**config.mk**
```make
export PLATFORM = sky130hd
export DESIGN_NAME = gam_edge_age_ctrl
export DESIGN_NICKNAME = d
export VERILOG_FILES = /design/src/rtl/gam_edge_age_ctrl_pkg.sv /design/src/rtl/gam_edge_age_ctrl_age_update.sv /design/src/rtl/gam_edge_age_ctrl.sv
export SDC_FILE = /design/constraint.sdc
export NUM_CORES = 1
export LEC_CHECK = 0
export CAP_MARGIN = 40
export CORE_MARGIN = 2
export CORE_UTILIZATION = 52
export CTS_CLUSTER_SIZE = 30
export DETAILED_ROUTE_END_ITERATION = 10
export PLACE_DENSITY = 0.8
export SLEW_MARGIN = 30
export SYNTH_ARGS = -nofsm -noshare
export SYNTH_HDL_FRONTEND = slang
export SYNTH_SLANG_ARGS = --single-unit
```
**constraint.sdc**
```tcl
create_clock -name clk -period 3 [get_ports clk]
set_input_delay 0.6 -clock clk [delete_from_list [all_inputs] [get_ports clk]]
set_output_delay 0.6 -clock clk [all_outputs]
set_load 0.005 [all_outputs]
```
**src/rtl/gam_edge_age_ctrl_pkg.sv**
```systemverilog
// Shared constants, connection word layout and sequencer states for the
// GAM edge-ageing path.
package gam_edge_age_ctrl_pkg;

    localparam int NODE_COUNT  = 10;
    localparam int CLASS_COUNT = 4;
    localparam int AGE_MAX     = 2;
    localparam int AGE_W       = 8;
    localparam int CW          = $clog2(CLASS_COUNT + 1);
    localparam int NW          = $clog2(NODE_COUNT + 1);

    // One connection memory entry: presence flag above the edge age.
    typedef struct packed {
        logic             present;
        logic [AGE_W-1:0] age;
    } conn_word_t;

    typedef enum logic [3:0] {
        IDLE,
        CHECK,
        RD,
        EVAL,
        WR_FWD,
        WR_REV,
        LINK_FWD,
        LINK_REV,
        DONE
    } state_t;

    // A request is usable only with in-range indices and two distinct nodes.
    function automatic logic request_legal(input logic [CW-1:0] c,
                                           input logic [NW-1:0] a,
                                           input logic [NW-1:0] b);
        return (c >= CW'(1)) && (c <= CW'(CLASS_COUNT)) &&
               (a >= NW'(1)) && (a <= NW'(NODE_COUNT)) &&
               (b >= NW'(1)) && (b <= NW'(NODE_COUNT)) &&
               (a != b);
    endfunction

endpackage

```
**src/rtl/gam_edge_age_ctrl_age_update.sv**
```systemverilog
// Combinational edge ageing: increments a present edge's age with saturation
// and flags it for pruning once the new age passes AGE_MAX.
module gam_age_update
    import gam_edge_age_ctrl_pkg::*;
(
    input  conn_word_t rd_word,
    output conn_word_t next_word,
    output logic       prune
);

    logic [AGE_W-1:0] inc_age;

    // Age the edge; a pruned or absent edge becomes the all-zero word.
    always_comb begin
        inc_age   = (rd_word.age == '1) ? rd_word.age : rd_word.age + AGE_W'(1);
        prune     = rd_word.present && (inc_age > AGE_W'(AGE_MAX));
        next_word = '0;
        if (rd_word.present && !prune) begin
            next_word.present = 1'b1;
            next_word.age     = inc_age;
        end
    end

endmodule

```
**src/rtl/gam_edge_age_ctrl.sv**
```systemverilog
// Learning-path sequencer for the connection memory: ages every edge of the
// winner s1, prunes stale ones, then (re)links s1-s2 with age 0.
module gam_edge_age_ctrl
    import gam_edge_age_ctrl_pkg::*;
(
    input  logic          clk,
    input  logic          rst_n,
    input  logic          start,
    input  logic [CW-1:0] cls,
    input  logic [NW-1:0] s1,
    input  logic [NW-1:0] s2,
    output logic          busy,
    output logic          done,
    output logic          err,
    output logic [NW-1:0] pruned,
    output logic          mem_en,
    output logic          mem_we,
    output logic [CW-1:0] mem_cls,
    output logic [NW-1:0] mem_row,
    output logic [NW-1:0] mem_col,
    output logic [AGE_W:0] mem_wdata,
    input  logic [AGE_W:0] mem_rdata
);

    localparam logic [NW-1:0]  LAST_NODE = NW'(NODE_COUNT);
    localparam logic [AGE_W:0] LINK_WORD = {1'b1, {AGE_W{1'b0}}};

    state_t         state_q, state_d;
    logic [NW-1:0]  j_q, j_d;
    logic [CW-1:0]  cls_q;
    logic [NW-1:0]  s1_q, s2_q;
    conn_word_t     rd_word, upd_word;
    logic           upd_prune;

    logic           busy_d, done_d, err_d, mem_en_d, mem_we_d;
    logic [CW-1:0]  mem_cls_d;
    logic [NW-1:0]  mem_row_d, mem_col_d;
    logic [AGE_W:0] mem_wdata_d;

    assign rd_word = mem_rdata;

    gam_age_update u_age_update (
        .rd_word   (rd_word),
        .next_word (upd_word),
        .prune     (upd_prune)
    );

    // Next-state/scan-index logic, then the registered output values derived
    // from the state being entered so every output comes straight off a flop.
    always_comb begin
        state_d = state_q;
        j_d     = j_q;
        case (state_q)
            IDLE: begin
                if (start) begin
                    state_d = CHECK;
                    j_d     = NW'(1);
                end
            end
            CHECK: state_d = request_legal(cls_q, s1_q, s2_q) ? RD : DONE;
            RD: begin
                if (j_q == s1_q) begin
                    if (j_q == LAST_NODE) state_d = LINK_FWD;
                    else begin
                        state_d = RD;
                        j_d     = j_q + NW'(1);
                    end
                end else begin
                    state_d = EVAL;
                end
            end
            EVAL: begin
                if (rd_word.present) state_d = WR_FWD;
                else if (j_q == LAST_NODE) state_d = LINK_FWD;
                else begin
                    state_d = RD;
                    j_d     = j_q + NW'(1);
                end
            end
            WR_FWD: state_d = WR_REV;
            WR_REV: begin
                if (j_q == LAST_NODE) state_d = LINK_FWD;
                else begin
                    state_d = RD;
                    j_d     = j_q + NW'(1);
                end
            end
            LINK_FWD: state_d = LINK_REV;
            LINK_REV: state_d = DONE;
            DONE:     state_d = IDLE;
            default:  state_d = IDLE;
        endcase

        busy_d      = (state_d != IDLE) && (state_d != DONE);
        done_d      = (state_d == DONE);
        err_d       = (state_q == CHECK) && (state_d == DONE);
        mem_en_d    = 1'b0;
        mem_we_d    = 1'b0;
        mem_cls_d   = '0;
        mem_row_d   = '0;
        mem_col_d   = '0;
        mem_wdata_d = '0;
        case (state_d)
            RD: begin
                if (j_d != s1_q) begin
                    mem_en_d  = 1'b1;
                    mem_cls_d = cls_q;
                    mem_row_d = s1_q;
                    mem_col_d = j_d;
                end
            end
            WR_FWD: begin
                mem_en_d    = 1'b1;
                mem_we_d    = 1'b1;
                mem_cls_d   = cls_q;
                mem_row_d   = s1_q;
                mem_col_d   = j_q;
                mem_wdata_d = upd_word;
            end
            WR_REV: begin
                mem_en_d    = 1'b1;
                mem_we_d    = 1'b1;
                mem_cls_d   = cls_q;
                mem_row_d   = j_q;
                mem_col_d   = s1_q;
                mem_wdata_d = mem_wdata;
            end
            LINK_FWD: begin
                mem_en_d    = 1'b1;
                mem_we_d    = 1'b1;
                mem_cls_d   = cls_q;
                mem_row_d   = s1_q;
                mem_col_d   = s2_q;
                mem_wdata_d = LINK_WORD;
            end
            LINK_REV: begin
                mem_en_d    = 1'b1;
                mem_we_d    = 1'b1;
                mem_cls_d   = cls_q;
                mem_row_d   = s2_q;
                mem_col_d   = s1_q;
                mem_wdata_d = LINK_WORD;
            end
            default: ;
        endcase
    end

    // State, scan index and the request operands captured on an accepted start.
    always_ff @(posedge clk or negedge rst_n) begin
        if (!rst_n) begin
            state_q <= IDLE;
            j_q     <= '0;
            cls_q   <= '0;
            s1_q    <= '0;
            s2_q    <= '0;
        end else begin
            state_q <= state_d;
            j_q     <= j_d;
            if (state_q == IDLE && start) begin
                cls_q <= cls;
                s1_q  <= s1;
                s2_q  <= s2;
            end
        end
    end

    // Prune counter: cleared by a new request, bumped for each stale edge seen.
    always_ff @(posedge clk or negedge rst_n) begin
        if (!rst_n) begin
            pruned <= '0;
        end else if (state_q == IDLE && start) begin
            pruned <= '0;
        end else if (state_q == EVAL && upd_prune) begin
            pruned <= pruned + NW'(1);
        end
    end

    // Output register bank.
    always_ff @(posedge clk or negedge rst_n) begin
        if (!rst_n) begin
            busy      <= 1'b0;
            done      <= 1'b0;
            err       <= 1'b0;
            mem_en    <= 1'b0;
            mem_we    <= 1'b0;
            mem_cls   <= '0;
            mem_row   <= '0;
            mem_col   <= '0;
            mem_wdata <= '0;
        end else begin
            busy      <= busy_d;
            done      <= done_d;
            err       <= err_d;
            mem_en    <= mem_en_d;
            mem_we    <= mem_we_d;
            mem_cls   <= mem_cls_d;
            mem_row   <= mem_row_d;
            mem_col   <= mem_col_d;
            mem_wdata <= mem_wdata_d;
        end
    end

endmodule
```
## After elaboration in Yosys (flattened, before gate mapping)

Cells that the tools add are included.

| operators by class | value |
|---|---|
| add/subtract/negate cells | 3 |
| $lt $le $gt $ge | 7 |
| equal/unequal tests | 19 |
| multiplexer cells | 25 |
| reduce and logical (&&, ||, !) cells | 20 |

Operator list:

| kind | count |
|---|---|
| case mux 4 bit (4 select lines) | 3 |
| two-way mux 4 bit | 10 |
| == test 4 x 3 -> 1 bit (second input constant) | 8 |
| case mux 4 bit (8 select lines) | 1 |
| case mux 9 bit (3 select lines) | 1 |
| == test 4 x 2 -> 1 bit (second input constant) | 3 |
| logical AND 1 bit | 12 |
| two-way mux 3 bit | 4 |
| two-way mux 9 bit | 1 |
| adder 4 x 1 -> 4 bit (second input constant) | 2 |
| adder 8 x 1 -> 8 bit (second input constant) | 1 |
| == test 4 bit (second input constant) | 2 |
| == test 8 bit (second input constant) | 1 |
| greater-or-equal comparator 4 x 1 -> 1 bit (second input constant) | 2 |
| greater-than comparator 8 x 2 -> 1 bit (second input constant) | 1 |
| less-or-equal comparator 4 bit (second input constant) | 2 |
| two-way mux 8 bit | 1 |
| != test 4 bit | 2 |
| case mux 3 bit (2 select lines) | 1 |
| OR reduction 2 bit | 3 |
| == test 4 x 1 -> 1 bit (second input constant) | 1 |
| == test 4 bit | 1 |
| logical NOT 4 bit | 1 |
| != test 4 bit (second input constant) | 1 |
| other kinds (8) | 9 |

| word-level totals | value |
|---|---|
| register bits | 48 |
| output and inout port bits | 29 |
| word-level logic and storage cells | 89 |

## Longest topological paths before layout

Gate-level depths: netlist (run 1).

| depth | value |
|---|---|
| depth after elaboration | 12 |
| depth in mapped cells | 10 |

## Hierarchy

A second synthesis (run 1) with hierarchy kept.

| unflattened totals | value |
|---|---|
| cell total of the unflattened synthesis | 297 |
| area total of the unflattened synthesis | 2,846.5 um^2 |

Modules (own cells, without submodules):

| module | instances | cells an instance | area an instance (um^2) | sequential area each (um^2) |
|---|---|---|---|---|
| gam_edge_age_ctrl | 1 | 267 | 2,613.8 | 1,201.2 |
| gam_age_update | 1 | 30 | 232.7 | 0.0 |

## Worst setup path after synthesis (run 1)

OpenSTA, ideal clock, no wires.

| timing path | value |
|---|---|
| kind | reg2reg |
| start | register s1_q[1] |
| end | register mem_cls[0] |
| library setup time | 136 ps |
| arrival time | 2,156 ps |
| required time | 2,864 ps |
| slack | 707 ps |
| cell stages (with the launch flop) | 10 |
| buffers on the path | 1 |
| period minus slack after synthesis | 2,293 ps |
| path through | dfrtp_1 buf_6 xnor2_1 nand4_1 a221o_1 a221oi_2 xor2_1 o221ai_2 o21ai_4 a21boi_1 |

| on the way | value |
|---|---|
| word-level cells in the longest chain between the ends | 11 |
| elaborated cells on any way between the ends | 23 |
| classes of those cells | order compare: 2; eq/ne: 8; mux: 7; reduce/logical: 6 |

RTL lines:

| what | RTL line | source |
|---|---|---|
| from (decl) | gam_edge_age_ctrl.sv:31 | `logic [NW-1:0] s1_q, s2_q;` |
| from (signal assigned) | gam_edge_age_ctrl.sv:154 | `s1_q <= '0;` |
| from (signal assigned) | gam_edge_age_ctrl.sv:161 | `s1_q <= s1;` |
| greater-or-equal comparator 4 x 1 -> 1 bit | gam_edge_age_ctrl_pkg.sv:35 | `(a >= NW'(1)) && (a <= NW'(NODE_COUNT)) &&` |
| logical AND 1 bit | gam_edge_age_ctrl_pkg.sv:34 | `return (c >= CW'(1)) && (c <= CW'(CLASS_COUNT)) &&` |
| logical AND 1 bit (2 in series) | gam_edge_age_ctrl_pkg.sv:35 |  |
| logical AND 1 bit (2 in series) | gam_edge_age_ctrl_pkg.sv:36 | `(b >= NW'(1)) && (b <= NW'(NODE_COUNT)) &&` |
| two-way mux 4 bit | gam_edge_age_ctrl.sv:60 | `CHECK: state_d = request_legal(cls_q, s1_q, s2_q) ? RD : DONE;` |
| case mux 4 bit (8 select lines) | gam_edge_age_ctrl.sv:53 | `case (state_q)` |
| == test 4 x 3 -> 1 bit | gam_edge_age_ctrl.sv:103 | `case (state_d)` |
| OR reduction 4 bit (no source line) | -- |  |
| case mux 3 bit (2 select lines) * | gam_edge_age_ctrl.sv:103 |  |
| named net mem_cls_d[0] | gam_edge_age_ctrl.sv:36 | `logic [CW-1:0] mem_cls_d;` |
| to (signal assigned) | gam_edge_age_ctrl.sv:196 | `mem_cls <= mem_cls_d;` |
| to (decl) | gam_edge_age_ctrl.sv:18 | `output logic [CW-1:0] mem_cls,` |

The timed path passes the listed nets; every way through them passes the cells marked *.
A chain may end at the register's enable or synchronous reset.

## Final worst setup path (run 1)

| timing path | value |
|---|---|
| start | input port start |
| end | register mem_cls[1] |

| on the way | value |
|---|---|
| word-level cells in the longest chain between the ends | 5 |
| elaborated cells on any way between the ends | 13 |
| classes of those cells | eq/ne: 6; mux: 6; reduce/logical: 1 |

RTL lines:

| what | RTL line | source |
|---|---|---|
| from (decl) | gam_edge_age_ctrl.sv:8 | `input logic start,` |
| two-way mux 4 bit | gam_edge_age_ctrl.sv:55 | `if (start) begin` |
| case mux 4 bit (8 select lines) or case mux 4 bit (4 select lines) (tied branches) | gam_edge_age_ctrl.sv:53 |  |
| == test 4 x 3 -> 1 bit or != test 4 bit (tied branches) | gam_edge_age_ctrl.sv:103, gam_edge_age_ctrl.sv:105 |  |
| OR reduction 4 bit (no source line) or two-way mux 3 bit (tied branches) | -- |  |
| case mux 3 bit (2 select lines) * | gam_edge_age_ctrl.sv:103 |  |
| named net mem_cls_d[1] | gam_edge_age_ctrl.sv:36 |  |

Marks and branches as above.

==> results of run 1 <==
[critical path, cell delays in order]
cell and delay (ns):
sky130_fd_sc_hd__clkdlybuf4s50_1 0.48, sky130_fd_sc_hd__nor2b_1 0.16, sky130_fd_sc_hd__o21ai_0 0.10, sky130_fd_sc_hd__a221o_1 0.37
sky130_fd_sc_hd__a221oi_2 0.36, sky130_fd_sc_hd__xor2_1 0.22, sky130_fd_sc_hd__o221ai_2 0.20, sky130_fd_sc_hd__o21ai_4 0.28
sky130_fd_sc_hd__a21boi_1 0.11
[synthesized netlist by cell type (all sizes together) (2+ instances only)]
cell,number
o32a,2
a31oi,3
and3,3
and2,11
dfrtp,48
nor3,9
nand4,2
xor2,4
xnor2,11
inv,15
ha,4
buf,9
o211ai,6
a21o,2
nor2,25
or2,2
mux2i,6
nand2b,5
nand2,18
a21boi,4
mux2,11
o22ai,3
nor2b,3
nor4,3
a21oi,15
a221oi,2
o21ai,13
a22o,4
nand3,5
clkbuf,2
[path summary, 6_finish.rpt]
check	start	to	slack, ns	cells after the start
min in group clk	mem_wdata[4]	mem_wdata[4]	0.49	1
hold reg to reg	mem_wdata[4]	mem_wdata[4]	0.49	1
hold / removal	rst_n	mem_wdata[2]	0.28	1
setup reg to reg	s1_q[3]	mem_cls[1]	0.42	8
setup / recovery	start	mem_cls[1]	0.30	9
max in group asynchronous	rst_n	state_q[3]	2.32	1
[state kept, by name, summed over array words and instances, names as in the netlist]
| register | cells |
|---|---|
| pruned | 4 |
| done | 1 |
| mem_row | 4 |
| mem_we | 1 |
| busy | 1 |
| cls_q | 3 |
| s2_q | 4 |
| mem_en | 1 |
| err | 1 |
| s1_q | 4 |
| j_q | 4 |
| mem_cls | 3 |
| mem_col | 4 |
| state_q | 4 |
| mem_wdata | 9 |
[per-layer routing]
metal | vias to the layer above | global-route usage [%]
met2 | 64 | 35.5
li1 | 1050 | -
met5 | - | 0
met4 | 0 | 9.92
met1 | 1058 | 29.8
met3 | 10 | 4.28
[cells by family (layout without fill, tap and decap cells)]
group / Yosys count / in the layout / share of synthesized area [%]
and+or+nand+nor: 91 / 91 / 17.4
DFF: 48 / 48 / 45.7
xor gates and xnor gates: 15 / 15 / 5.86
adders and majority gates: 4 / 4 / 1.90
buffers and inverters: 26 / 83 / 4.67
AOI/OAI and AO/OA: 64 / 64 / 17.4
muxes: 17 / 17 / 7.00
[power groups by stage]
stage | logic, uW | clock network [uW] | registers (uW)
detailed placement | 1130 | 0 | 1060
global placement | 1110 | 0 | 1050
CTS | 1140 | 488 | 1050
floorplan | 858 | 0 | 944
finish | 1130 | 477 | 1050
global route | 1250 | 515 | 1080
[layout make-up]
cell class | instances | area, sq um | share of cell area (%)
clock buffer | 5 | 68.8 | 2.06
multi-input combinational | 191 | 1310 | 39.1
tap | 67 | 83.8 | 2.51
timing repair buffer | 60 | 573 | 17.2
inverter | 15 | 56.3 | 1.69
clock inverter | 3 | 46.3 | 1.39
sequential | 48 | 1200 | 36.0
[metrics by stage]
stage | setup slack (ns) | area [sq um] | util, % | hold slack [ns]
after floorplan | 0.707 | 2630 | - | 0.304
after global placement | 0.0683 | 3210 | 67.1 | 0.468
after CTS | 0.313 | 3330 | 69.5 | 0.305
final | 0.300 | 3330 | 69.7 | 0.280
after detailed placement | -0.0273 | 3210 | 67.1 | 0.472
after global routing | 0.0240 | 3330 | 69.7 | 0.331
[repair_timing]
item                       in CTS  in global routing
setup endpoints to repair       0                  1
gates resized for setup         0                  1
setup buffers                   0                  0
hold buffers                    0                  0
==> results.rst, run 1 <==
.. list-table::
   :header-rows: 1

   * - Metric
     - Value
   * - Result of the run
     - complete, no violations
   * - Critical path launch point type
     - input pin
   * - Fraction of synthesis flops using an asynchronous set or reset pin
     - 100%
   * - Total core area
     - approximately 4800 sq um
   * - Final-layout setup total negative slack
     - 0 ns
   * - Met3 layer wire length in the routed design
     - roughly 330 um
   * - Count of endpoints failing hold in the final timing report
     - 0
   * - Bufs on Longest Clock Path
     - 2
   * - Clock latency on the worst-skew pair
     - 0.31 ns
   * - Clock tree from TritonCTS
     - built
   * - Skew final
     - around 0.0090 ns
   * - Setup repair after global routing missed its margin
     - no
   * - Switching power of the nets
     - 999 uW
   * - Number of global-route vias before repair
     - 1989
   * - Worst Path Class, Setup
     - in2reg
   * - Net switching fraction of the power
     - 37.5%
   * - Mean post-synth cell area
     - 9.92 sq um
   * - Placer congestion estimate
     - around 0.88
   * - Pin count of the biggest net entering global routing
     - 49
   * - Global-route wire length before repair
     - 9370 um
   * - Transition time of the tightest slew-check pin
     - 0.579 ns
   * - Final setup vio count
     - 0
   * - Share of cells above drive strength 1
     - about 12%
   * - Leading cell types by total area after synthesis
     - sky130_fd_sc_hd__dfrtp_1 (46%), sky130_fd_sc_hd__mux2_2 (4.7%), sky130_fd_sc_hd__nor2_1 (3.6%)
   * - Synth-to-Final Area Change
     - 26.9%
   * - Highest achievable clock rate
     - 0.370 GHz
   * - Fraction of power consumed by sequential logic
     - roughly two fifths
   * - Ys flop type
     - sky130_fd_sc_hd__dfrtp_1
   * - Number of H-tree levels
     - 2
   * - Final HPWL DP
     - approximately 4200 um
   * - Count of unresolved DRC violations after routing
     - 0
   * - Number of flip-flops and latches in the synthesized netlist
     - 48
   * - Starting Density
     - about 55%
   * - Root Buffer
     - sky130_fd_sc_hd__clkbuf_8
   * - Cell row count
     - 25
   * - Combinational power share
     - 42.6%
   * - Clock Power Share
     - 17.9%
   * - Antenna-violating nets left
     - 0
   * - Max-capacitance violation count
     - 0
   * - Power Dens Cells
     - 798 nW/um^2
   * - Cell taking the most area after synthesis
     - sky130_fd_sc_hd__dfrtp_1
   * - Minimum clock period after layout
     - 2.70 ns
   * - Post-layout power
     - 2660 uW
   * - Ys Warns
     - 0
   * - DIE AREA
     - 5640 sq um
   * - Commonest non-fill, non-tap cell in the layout
     - sky130_fd_sc_hd__clkdlybuf4s50_1
   * - Overflow left after global routing
     - 0
   * - Drt first-iter violations
     - between 100 and 150
   * - Post-synthesis instance area
     - 2630 sq um
   * - Net count after synthesis
     - about 290
   * - Number of nets in the layout
     - 348
   * - Total number of vias
     - between 2k and 2.5k
   * - Number of clock sinks
     - 48
   * - Yosys top cell area share
     - 45.7%
   * - Die Y
     - 75.1 um
   * - Min-Delay Path Class
     - in2async
   * - Static leakage
     - 0.00147 uW
   * - Final instance count without filler cells
     - 389
   * - Diodes inserted
     - 0
   * - Period Utilization, post-route
     - 90.0%
   * - Final Max Tran Viols
     - 0
   * - Filler instances
     - 394
   * - Worst endpoint data arrival time
     - 2.88 ns
   * - Gate count after technology mapping
     - 265
   * - Rel. slew slack
     - 61.4%
   * - Cell-internal power
     - 1660 uW
   * - Critical Path RT
     - 3.18 ns
   * - TritonCTS Buffers
     - 5
   * - Port-buffer cells
     - 51
   * - Total routing usage reported by global routing
     - between 20% and 30%
   * - Die width
     - 75.1 um
   * - Post-CTS clock slew at the launch and capture registers of the worst setup and hold paths
     - 0.09 ns
   * - Number of enable-type register cells in the synthesized netlist
     - 0
   * - Element type at the critical path end
     - flop
   * - Number of antenna violations at the first check in global routing
     - 0
   * - Commonest cells after routing, fill and taps aside
     - sky130_fd_sc_hd__clkdlybuf4s50_1 (50), sky130_fd_sc_hd__dfrtp_1 (48), sky130_fd_sc_hd__nor2_1 (25)
   * - I/O pin total
     - 52
   * - Top routing layer used
     - met4
   * - Average routed wire per standard cell
     - 14.6 um
   * - Via/cell ratio
     - 5.61
   * - Max rail drop VDD
     - roughly 640 uV
   * - Netlist cell types
     - 53
   * - Largest fanout of any net on the critical path
     - 7
   * - Met1 routed wirelength after detailed routing
     - roughly 2500 um
   * - Met2 routed wirelength
     - 2750 um
   * - Total instance count after detailed placement
     - 380
   * - Total length of routed wires
     - 5670 um
   * - Number of search-and-repair iterations in the first detailed-routing pass
     - 4
   * - Share of synthesized area occupied by flip-flops and latches
     - 45.7%
Note: power is estimated with default switching activity, not from simulation.
==> run 2: changes to the inputs <==
--- a/config.mk
+++ b/config.mk
@@ -5,12 +5,14 @@
 export SDC_FILE = /design/constraint.sdc
 export NUM_CORES = 1
 export LEC_CHECK = 0
+export ABC_AREA = 1
 export CAP_MARGIN = 40
 export CORE_MARGIN = 2
 export CORE_UTILIZATION = 52
 export CTS_CLUSTER_SIZE = 30
 export DETAILED_ROUTE_END_ITERATION = 10
 export PLACE_DENSITY = 0.8
+export RECOVER_POWER = 50
 export SLEW_MARGIN = 30
 export SYNTH_ARGS = -nofsm -noshare
 export SYNTH_HDL_FRONTEND = slang
==> constraint.sdc (replaced) <==
create_clock -name clk -period 2.85 [get_ports clk]
set_input_delay 0.57 -clock clk [delete_from_list [all_inputs] [get_ports clk]]
set_output_delay 0.57 -clock clk [all_outputs]
set_load 0.005 [all_outputs]
==> run 2 against run 1 <==
  * Routed wire length is 7.7% higher
  * Non-clock buffer count down 6
  * Core utilization is 2.5 points lower
  * Clock power grew 19%
  * Critical path type unchanged
  * Largest cell class unchanged
  * Largest power group unchanged
==> results.rst, run 2 <==
.. list-table::
   :header-rows: 1

   * - Metric
     - Value
   * - Result of the run
     - complete, no violations
   * - Net count after synthesis
     - 392 (+34%)
   * - Static leakage
     - 0.00171 uW (+16%)
   * - Number of flip-flops under the largest register name
     - 9 (unchanged)
   * - Startpoint of the lowest-slack register-to-register path
     - state_q[1]
   * - Ys Warns
     - 0 (unchanged)
   * - Top routing layer used
     - met4
   * - Count of unresolved DRC violations after routing
     - 0 (unchanged)
   * - Post-synthesis instance area
     - 2760 sq um (+4.9%)
   * - Register with the most flip-flops
     - mem_wdata
   * - Total instance count after detailed placement
     - 479 (+26%)
   * - Top Family by Delay on Critical Path
     - simple AND/OR/NAND/NOR gates
   * - Starting Density
     - 54.0% (-0.93 points)
   * - Worst endpoint data arrival time
     - 2.71 ns (-0.17 ns)
   * - Number of global-route vias before repair
     - 2308 (+16%)
   * - Post-CTS clock slew at the launch and capture registers of the worst setup and hold paths
     - 0.09 ns (about the same)
   * - Final-layout setup total negative slack
     - 0 ns (unchanged)
   * - Overflow left after global routing
     - 0 (unchanged)
   * - Total length of routed wires
     - 6100 um (+7.7%)
   * - Count of endpoints failing hold in the final timing report
     - 0 (unchanged)
   * - CP bufs+invs
     - 3 (+2)
   * - Total routing usage reported by global routing
     - 22.2% (-0.17 points)
   * - Met2 routed wirelength
     - 2970 um (+8.0%)
   * - Rel. slew slack
     - 24.2% (-37 points)
   * - Period Utilization, post-route
     - between 80% and 90%
   * - Placer congestion estimate
     - 0.921 (+4.8%)
   * - Cell row count
     - 26 (+4.0%)
   * - Bufs on Longest Clock Path
     - 2 (unchanged)
   * - Pin count of the biggest net entering global routing
     - 49 (unchanged)
   * - Mean post-synth cell area
     - 7.55 sq um (-24%)
   * - Number of enable-type register cells in the synthesized netlist
     - 0 (unchanged)
   * - Commonest non-fill, non-tap cell in the layout
     - sky130_fd_sc_hd__nand2_1
   * - Commonest cells after routing, fill and taps aside
     - sky130_fd_sc_hd__nand2_1 (100), sky130_fd_sc_hd__clkdlybuf4s50_1 (50), sky130_fd_sc_hd__dfrtp_1 (48)
   * - I/O pin total
     - 52 (unchanged)
   * - Drt first-iter violations
     - 193 (+68%)
   * - Power Dens Cells
     - 826 nW/um^2 (+3.5%)
   * - Filler instances
     - 456 (+16%)
   * - Cell Chain, Critical Path
     - clkdlybuf4s50_1, ha_1, inv_1, nor2_2, nand3_2, nor2_1, nand2_2, xor2_1, a21oi_1, nand3_1, nand2_2, inv_2, nand3_1, nand2_1
   * - Gate count after technology mapping
     - 365 (+38%)
   * - Number of H-tree levels
     - 2 (unchanged)
   * - Number of antenna violations at the first check in global routing
     - 0 (unchanged)
   * - Total core area
     - 5110 sq um (+6.7%)
   * - Number of flip-flops and latches in the synthesized netlist
     - 48 (unchanged)
   * - Ys flop type
     - sky130_fd_sc_hd__dfrtp_1
   * - Largest fanout of any net on the critical path
     - 6 (-1)
   * - Final instance count without filler cells
     - 486 (+25%)
   * - Average routed wire per standard cell
     - 12.6 um (-14%)
   * - Worst Path Class, Setup
     - in2reg
   * - Share of synthesized area occupied by flip-flops and latches
     - 43.6% (-2.1 points)
   * - Endpoint of the worst-slack reg-to-reg timing path
     - mem_row[3]
   * - Netlist cell types
     - 26 (-51%)
   * - Die width
     - 76.8 um (+2.3%)
   * - Number of clock sinks
     - 48 (unchanged)
   * - Diodes inserted
     - 0 (unchanged)
   * - Die Y
     - 76.8 um (+2.3%)
   * - Critical path launch point type
     - input pin
   * - Port-buffer cells
     - 51 (unchanged)
   * - Via/cell ratio
     - 5.19 (-7.5%)
   * - Crit-path max cell delay
     - 0.53 ns (+0.05 ns)
   * - Number of search-and-repair iterations in the first detailed-routing pass
     - 5 (+1)
   * - Final Max Tran Viols
     - 0 (unchanged)
   * - Cell with the largest stage delay on the worst path
     - sky130_fd_sc_hd__clkdlybuf4s50_1
   * - Total number of vias
     - 2521 (+16%)
   * - Antenna-violating nets left
     - 0 (unchanged)
   * - Min-Delay Path Class
     - in2async
   * - Cell taking the most area after synthesis
     - sky130_fd_sc_hd__dfrtp_1
   * - Met3 layer wire length in the routed design
     - 423 um (+28%)
   * - Post-layout power
     - 2830 uW (+6.5%)
   * - Clock tree from TritonCTS
     - built
   * - Layout Utilization
     - 67.2% (-2.5 points)
   * - FF-to-FF setup slack
     - 0.67 ns (+0.25 ns)
   * - Skew final
     - 0.00444 ns (-0.00453 ns)
   * - Transition time of the tightest slew-check pin
     - 1.14 ns (+0.557 ns)
   * - Number of cells on the worst reg-to-reg path
     - 12 (+4)
   * - Fraction of synthesis flops using an asynchronous set or reset pin
     - 100% (unchanged)
   * - Setup repair after global routing missed its margin
     - no
   * - DIE AREA
     - 5900 sq um (+4.6%)
   * - Number of nets in the layout
     - 443 (+27%)
   * - Max rail drop VDD
     - 440 uV (-32%)
   * - Yosys top cell area share
     - 43.6% (-2.1 points)
   * - Element type at the critical path end
     - flop
   * - Most frequent cells after synthesis
     - sky130_fd_sc_hd__nand2_1 (101), sky130_fd_sc_hd__dfrtp_1 (48), sky130_fd_sc_hd__nand3_1 (39)
   * - Library cell with the highest instance count after synthesis
     - sky130_fd_sc_hd__nand2_1
   * - Final HPWL DP
     - 4600 um (+8.5%)
   * - Met1 routed wirelength after detailed routing
     - 2600 um (+4.5%)
   * - Launching instance or port of the critical path
     - mem_rdata[1]
   * - Critical Path RT
     - 3.04 ns (-0.14 ns)
   * - Highest achievable clock rate
     - roughly 0.40 GHz
   * - TritonCTS Buffers
     - 5 (unchanged)
   * - Share of cells above drive strength 1
     - 11.8% (-0.33 points)
   * - Global-route wire length before repair
     - 10400 um (+11%)
   * - Max-capacitance violation count
     - 0 (unchanged)
   * - Synth-to-Final Area Change
     - 24.5%
   * - Minimum clock period after layout
     - between 2 and 3 ns
   * - Number of setup buffers added after CTS
     - 0 (unchanged)
   * - Clock latency on the worst-skew pair
     - 0.30 ns (about the same)
   * - Root Buffer
     - sky130_fd_sc_hd__clkbuf_8
   * - Final setup vio count
     - 0 (unchanged)
   * - Leading cell types by total area after synthesis
     - sky130_fd_sc_hd__dfrtp_1 (44%), sky130_fd_sc_hd__nand2_1 (14%), sky130_fd_sc_hd__nand3_1 (7.1%)
-- run 2: cell count changes after synthesis, sizes merged, moves of 8 or more --
| cell | change |
|---|---|
| nor3 | -8 |
| inv | +33 |
| nor2 | +15 |
| and2 | -11 |
| nand2 | +93 |
| nand3 | +40 |
| mux2 | -11 |
-- run 2: metrics by stage --
stage,setup WS (ns),instance area (sq um),hold slack [ns]
2_1_floorplan,0.800,2760,0.274
3_3_place_gp,0.102,3310,0.467
3_5_place_dp,-0.0317,3310,0.465
4_1_cts,0.293,3440,0.279
5_1_grt,0.0475,3430,0.512
6_report,0.336,3430,0.475
-- run 2: worst max path at each step --
stage,depth (start not counted),end
6_report,14,pruned[3]
5_1_grt,14,pruned[2]
4_1_cts,14,pruned[0]
3_5_place_dp,14,pruned[3]
3_3_place_gp,14,pruned[0]
2_1_floorplan,13,pruned[0]
-- run 2: logic make-up (layout without fill, tap and decap cells) --
logic type               after synthesis  in the layout  share of synthesized area [%]
AO/OA/AOI/OAI                         34             34                           6.49
flip-flops                            48             48                           43.6
adder cells (fa/ha/maj)                4              4                           1.82
buffers and inverters                 58            109                           8.90
AND/OR/NAND/NOR                      208            208                           35.1
XOR/XNOR                              13             13                           4.13
-- run 2: routing by layer --
layer  up-vias  GRT usage, %
li1       1256             -
met1      1156          29.1
met2       100          36.2
met3         9          5.06
met4         0          7.45
met5         -             0
-- run 2: worst reg2reg max path, stage by stage, from the launching register on --
cell and delay (ns):
sky130_fd_sc_hd__dfrtp_1 0.46, sky130_fd_sc_hd__nor2_1 0.21, sky130_fd_sc_hd__nand2_1 0.07, sky130_fd_sc_hd__nor2_1 0.16
sky130_fd_sc_hd__inv_1 0.23, sky130_fd_sc_hd__nand2_1 0.14, sky130_fd_sc_hd__nand4_2 0.13, sky130_fd_sc_hd__nand3_1 0.10
sky130_fd_sc_hd__nand2_1 0.08, sky130_fd_sc_hd__nor2_2 0.11, sky130_fd_sc_hd__nand2_2 0.17, sky130_fd_sc_hd__nand3_1 0.11
sky130_fd_sc_hd__nand3_1 0.10
-- run 2: timing repair --
| action | CTS | global route |
|---|---|---|
| resized for setup | 0 | 1 |
| hold buffers | 0 | 0 |
| endpoints found under the setup margin | 0 | 1 |
-- run 2: area by class of cell --
type	instances	area, sq um	share of cell area [%]
Clock buffer	5	68.8	2.01
Clock inverter	2	60.1	1.75
Inverter	48	180	5.25
Multi-Input combinational cell	259	1310	38.2
Sequential cell	48	1200	35.0
Tap cell	70	87.6	2.55
Timing Repair Buffer	54	524	15.3
-- run 2: power breakdown --
part	internal (uW)	switching, uW
clock network	345	222
registers	866	194
logic	492	716
==> run 3: changes to the inputs <==
--- a/config.mk
+++ b/config.mk
@@ -8,10 +8,11 @@
 export ABC_AREA = 1
 export CAP_MARGIN = 40
 export CORE_MARGIN = 2
-export CORE_UTILIZATION = 52
+export CORE_UTILIZATION = 50
+export CTS_BUF_LIST = sky130_fd_sc_hd__clkbuf_8 sky130_fd_sc_hd__clkbuf_16
 export CTS_CLUSTER_SIZE = 30
 export DETAILED_ROUTE_END_ITERATION = 10
-export PLACE_DENSITY = 0.8
+export PLACE_DENSITY = 0.77
 export RECOVER_POWER = 50
 export SLEW_MARGIN = 30
 export SYNTH_ARGS = -nofsm -noshare
==> run 3 against run 2 <==
  * Register-to-register slack worse by 0.10 ns
  * Setup slack worse by 0.041 ns
  * Non-clock buffer count is 2 higher
  * Global-route usage is 1.8 points lower
  * Flip-flop and latch count stayed put
  * Final area is 0.62% lower
  * Clock skew is 0.00064 ns higher
  * Final cell count is 1.0% higher
  * Hold slack better by 0.013 ns
  * Count of clock-buffer cells in the layout is 1 higher
==> results.rst, run 3 (same netlist as run 2, synthesis figures left out) <==
.. list-table::
   :header-rows: 1

   * - Metric
     - Value
   * - Crit-path max cell delay
     - 0.52 ns (about the same)
   * - Number of search-and-repair iterations in the first detailed-routing pass
     - 4 (-1)
   * - Switching power of the nets
     - 1130 uW (+0.15%)
   * - Clock latency on the worst-skew pair
     - 0.30 ns (about the same)
   * - Post-layout power
     - 2690 uW (-5.2%)
   * - Number of nets in the layout
     - 445 (+0.45%)
   * - Setup repair after global routing missed its margin
     - no
   * - Combinational power share
     - 44.5% (+1.9 points)
   * - Pin count of the biggest net entering global routing
     - 27 (-45%)
   * - Average routed wire per standard cell
     - 12.2 um (-2.9%)
   * - Register with the most flip-flops
     - mem_wdata
   * - Power Dens Cells
     - 788 nW/um^2 (-4.6%)
   * - Fraction of power consumed by sequential logic
     - 39.6% (+2.2 points)
   * - Total number of vias
     - 2492 (-1.2%)
   * - Critical path launch point type
     - input pin
   * - Commonest cells after routing, fill and taps aside
     - sky130_fd_sc_hd__nand2_1 (101), sky130_fd_sc_hd__clkdlybuf4s50_1 (50), sky130_fd_sc_hd__dfrtp_1 (48)
   * - Clock Power Share
     - 15.8% (-4.2 points)
   * - Cell row count
     - 27 (+3.8%)
   * - Worst Path Class, Setup
     - in2reg
   * - Number of clock sinks
     - 48 (unchanged)
   * - Number of global-route vias before repair
     - 2236 (-3.1%)
   * - Max-capacitance violation count
     - 0 (unchanged)
   * - Global-route wire length before repair
     - 9910 um (-5.0%)
   * - Transition time of the tightest slew-check pin
     - 1.23 ns (+0.0953 ns)
   * - Final setup vio count
     - 0 (unchanged)
   * - Highest achievable clock rate
     - 0.391 GHz (-1.6%)
   * - Post-CTS Hold Fix Bufs
     - 0 (unchanged)
   * - Rel. slew slack
     - 17.9% (-6.4 points)
   * - Via/cell ratio
     - 5.08 (-2.2%)
   * - Element type at the critical path end
     - flop
   * - Die width
     - 78.3 um (+1.9%)
   * - Number of antenna violations at the first check in global routing
     - 0 (unchanged)
   * - Count of endpoints failing hold in the final timing report
     - 0 (unchanged)
   * - Period Utilization, post-route
     - 89.6% (+1.4 points)
   * - Bufs on Longest Clock Path
     - 2 (unchanged)
   * - Placed cell areas
     - 3320 sq um (+0.45%)
   * - Fin area
     - 3410 sq um (-0.62%)
   * - Overflow left after global routing
     - 0 (unchanged)
   * - Synth-to-Final Area Change
     - 23.7%
   * - Skew final
     - 0.00508 ns (+0.000641 ns)
   * - Net switching fraction of the power
     - 42.1% (+2.2 points)
   * - Diodes inserted
     - 0 (unchanged)
   * - Result of the run
     - complete, no violations
   * - Commonest non-fill, non-tap cell in the layout
     - sky130_fd_sc_hd__nand2_1
   * - Port-buffer cells
     - 51 (unchanged)
   * - Antenna-violating nets left
     - 0 (unchanged)
   * - Hold Worst Slack
     - 0.488 ns (+0.0127 ns)
   * - Starting Density
     - 51.0% (-3.0 points)
   * - Total length of routed wires
     - 5980 um (-1.9%)
   * - Number of setup buffers added after CTS
     - 0 (unchanged)
   * - Number of flip-flops under the largest register name
     - 9 (unchanged)
   * - I/O pin total
     - 52 (unchanged)
   * - Final HPWL DP
     - 4650 um (+1.2%)
   * - Minimum clock period after layout
     - 2.55 ns (+0.0412 ns)
   * - Cell with the largest stage delay on the worst path
     - sky130_fd_sc_hd__clkdlybuf4s50_1
   * - Critical Path RT
     - 3.04 ns (about the same)
   * - Total core area
     - 5410 sq um (+5.8%)
   * - Root Buffer
     - sky130_fd_sc_hd__clkbuf_8
   * - Total routing usage reported by global routing
     - 20.4% (-1.8 points)
   * - Placer congestion estimate
     - 0.940 (+2.0%)
   * - Post-CTS clock slew at the launch and capture registers of the worst setup and hold paths
     - 0.09 ns (about the same)
   * - Worst endpoint data arrival time
     - 2.75 ns (+0.04 ns)
   * - Cell-internal power
     - 1560 uW (-8.7%)
   * - Final Max Tran Viols
     - 0 (unchanged)
   * - Cell Chain, Critical Path
     - clkdlybuf4s50_1, ha_1, inv_1, nor2_2, nand3_2, nor2_1, nand2_2, xor2_1, a21oi_1, nand3_1, nand2_1, inv_2, nand3_1, nand2_1
   * - Final-layout setup total negative slack
     - 0 ns (unchanged)
   * - Filler instances
     - 489 (+7.2%)
   * - TritonCTS Buffers
     - 5 (unchanged)
   * - Max rail drop VDD
     - 432 uV (-2.0%)
   * - Drt first-iter violations
     - 124 (-36%)
   * - Count of unresolved DRC violations after routing
     - 0 (unchanged)
   * - Number of stages on the worst hold path
     - 2
   * - Die Y
     - 78.3 um (+1.9%)
   * - Min-Delay Path Class
     - reg2reg
   * - Post-CTS Resized
     - 0 (unchanged)
   * - Static leakage
     - 0.00169 uW (-1.1%)
   * - Number of H-tree levels
     - 2 (unchanged)
   * - Largest fanout of any net on the critical path
     - 6 (unchanged)
   * - DIE AREA
     - 6120 sq um (+3.8%)
   * - Number of cells on the worst reg-to-reg path
     - 12 (unchanged)
   * - Share of cells above drive strength 1
     - 11.7% (-0.084 points)
   * - FF-to-FF setup slack
     - 0.57 ns (-0.10 ns)
   * - Clock tree from TritonCTS
     - built
[run 3: changes by cell type in the layout (fill, tap and decap cells not counted), sizes merged]
| cell | change |
|---|---|
| clkbuf | +3 |
| bufinv | -2 |
| clkinvlp | +2 |
[run 3: per-layer routing]
metal | wire length [um] | track usage, % | part of all wire (%)
met5 | 0 | 0 | 0
met4 | 139 | 7.19 | 2.3
met3 | 351 | 3.33 | 5.9
met2 | 2910 | 34.5 | 49
met1 | 2580 | 26.6 | 43
[run 3: worst max-delay path, delay by kind of cell]
| family | cells | cell delay [ns] |
|---|---|---|
| simple gates | 8 | 1.02 |
| buf+inv | 3 | 0.66 |
| xor+xnor | 1 | 0.17 |
| compound gates | 1 | 0.12 |
| fa+ha+maj | 1 | 0.21 |
[run 3: final cells by class]
class / instances / area (sq um) / share of cell area, %
Clock buffer: 6 / 82.6 / 2.42
Clock inverter: 2 / 15.0 / 0.440
Inverter: 48 / 180 / 5.28
Multi-Input combinational cell: 259 / 1310 / 38.4
Sequential cell: 48 / 1200 / 35.2
Tap cell: 72 / 90.1 / 2.64
Timing Repair Buffer: 56 / 532 / 15.6
[run 3: metrics by stage]
stage	setup WS [ns]	util (%)	std cells
final	0.295	63.1	491
after global routing	0.0420	63.1	491
after CTS	0.316	63.3	491
after detailed placement	0.00558	61.5	483
after global placement	0.108	61.5	483
after floorplan	0.800	-	365
[run 3: path summary, 6_finish.rpt]
check                        startpoint      endpoint
max in group asynchronous         rst_n    mem_col[2]
max                        mem_rdata[1]     pruned[3]
min reg2reg                mem_wdata[0]  mem_wdata[0]
min in group asynchronous         rst_n  mem_wdata[3]
min                        mem_wdata[0]  mem_wdata[0]
max reg2reg                  state_q[1]    mem_col[1]
[run 3: power by group through the flow]
stage          combinational, uW  clock, uW  sequential, uW
4_1_cts                     1200        432            1060
6_report                    1200        426            1070
3_5_place_dp                1200          0            1080
2_1_floorplan                895          0             993
5_1_grt                     1360        468            1090
3_3_place_gp                1180          0            1070
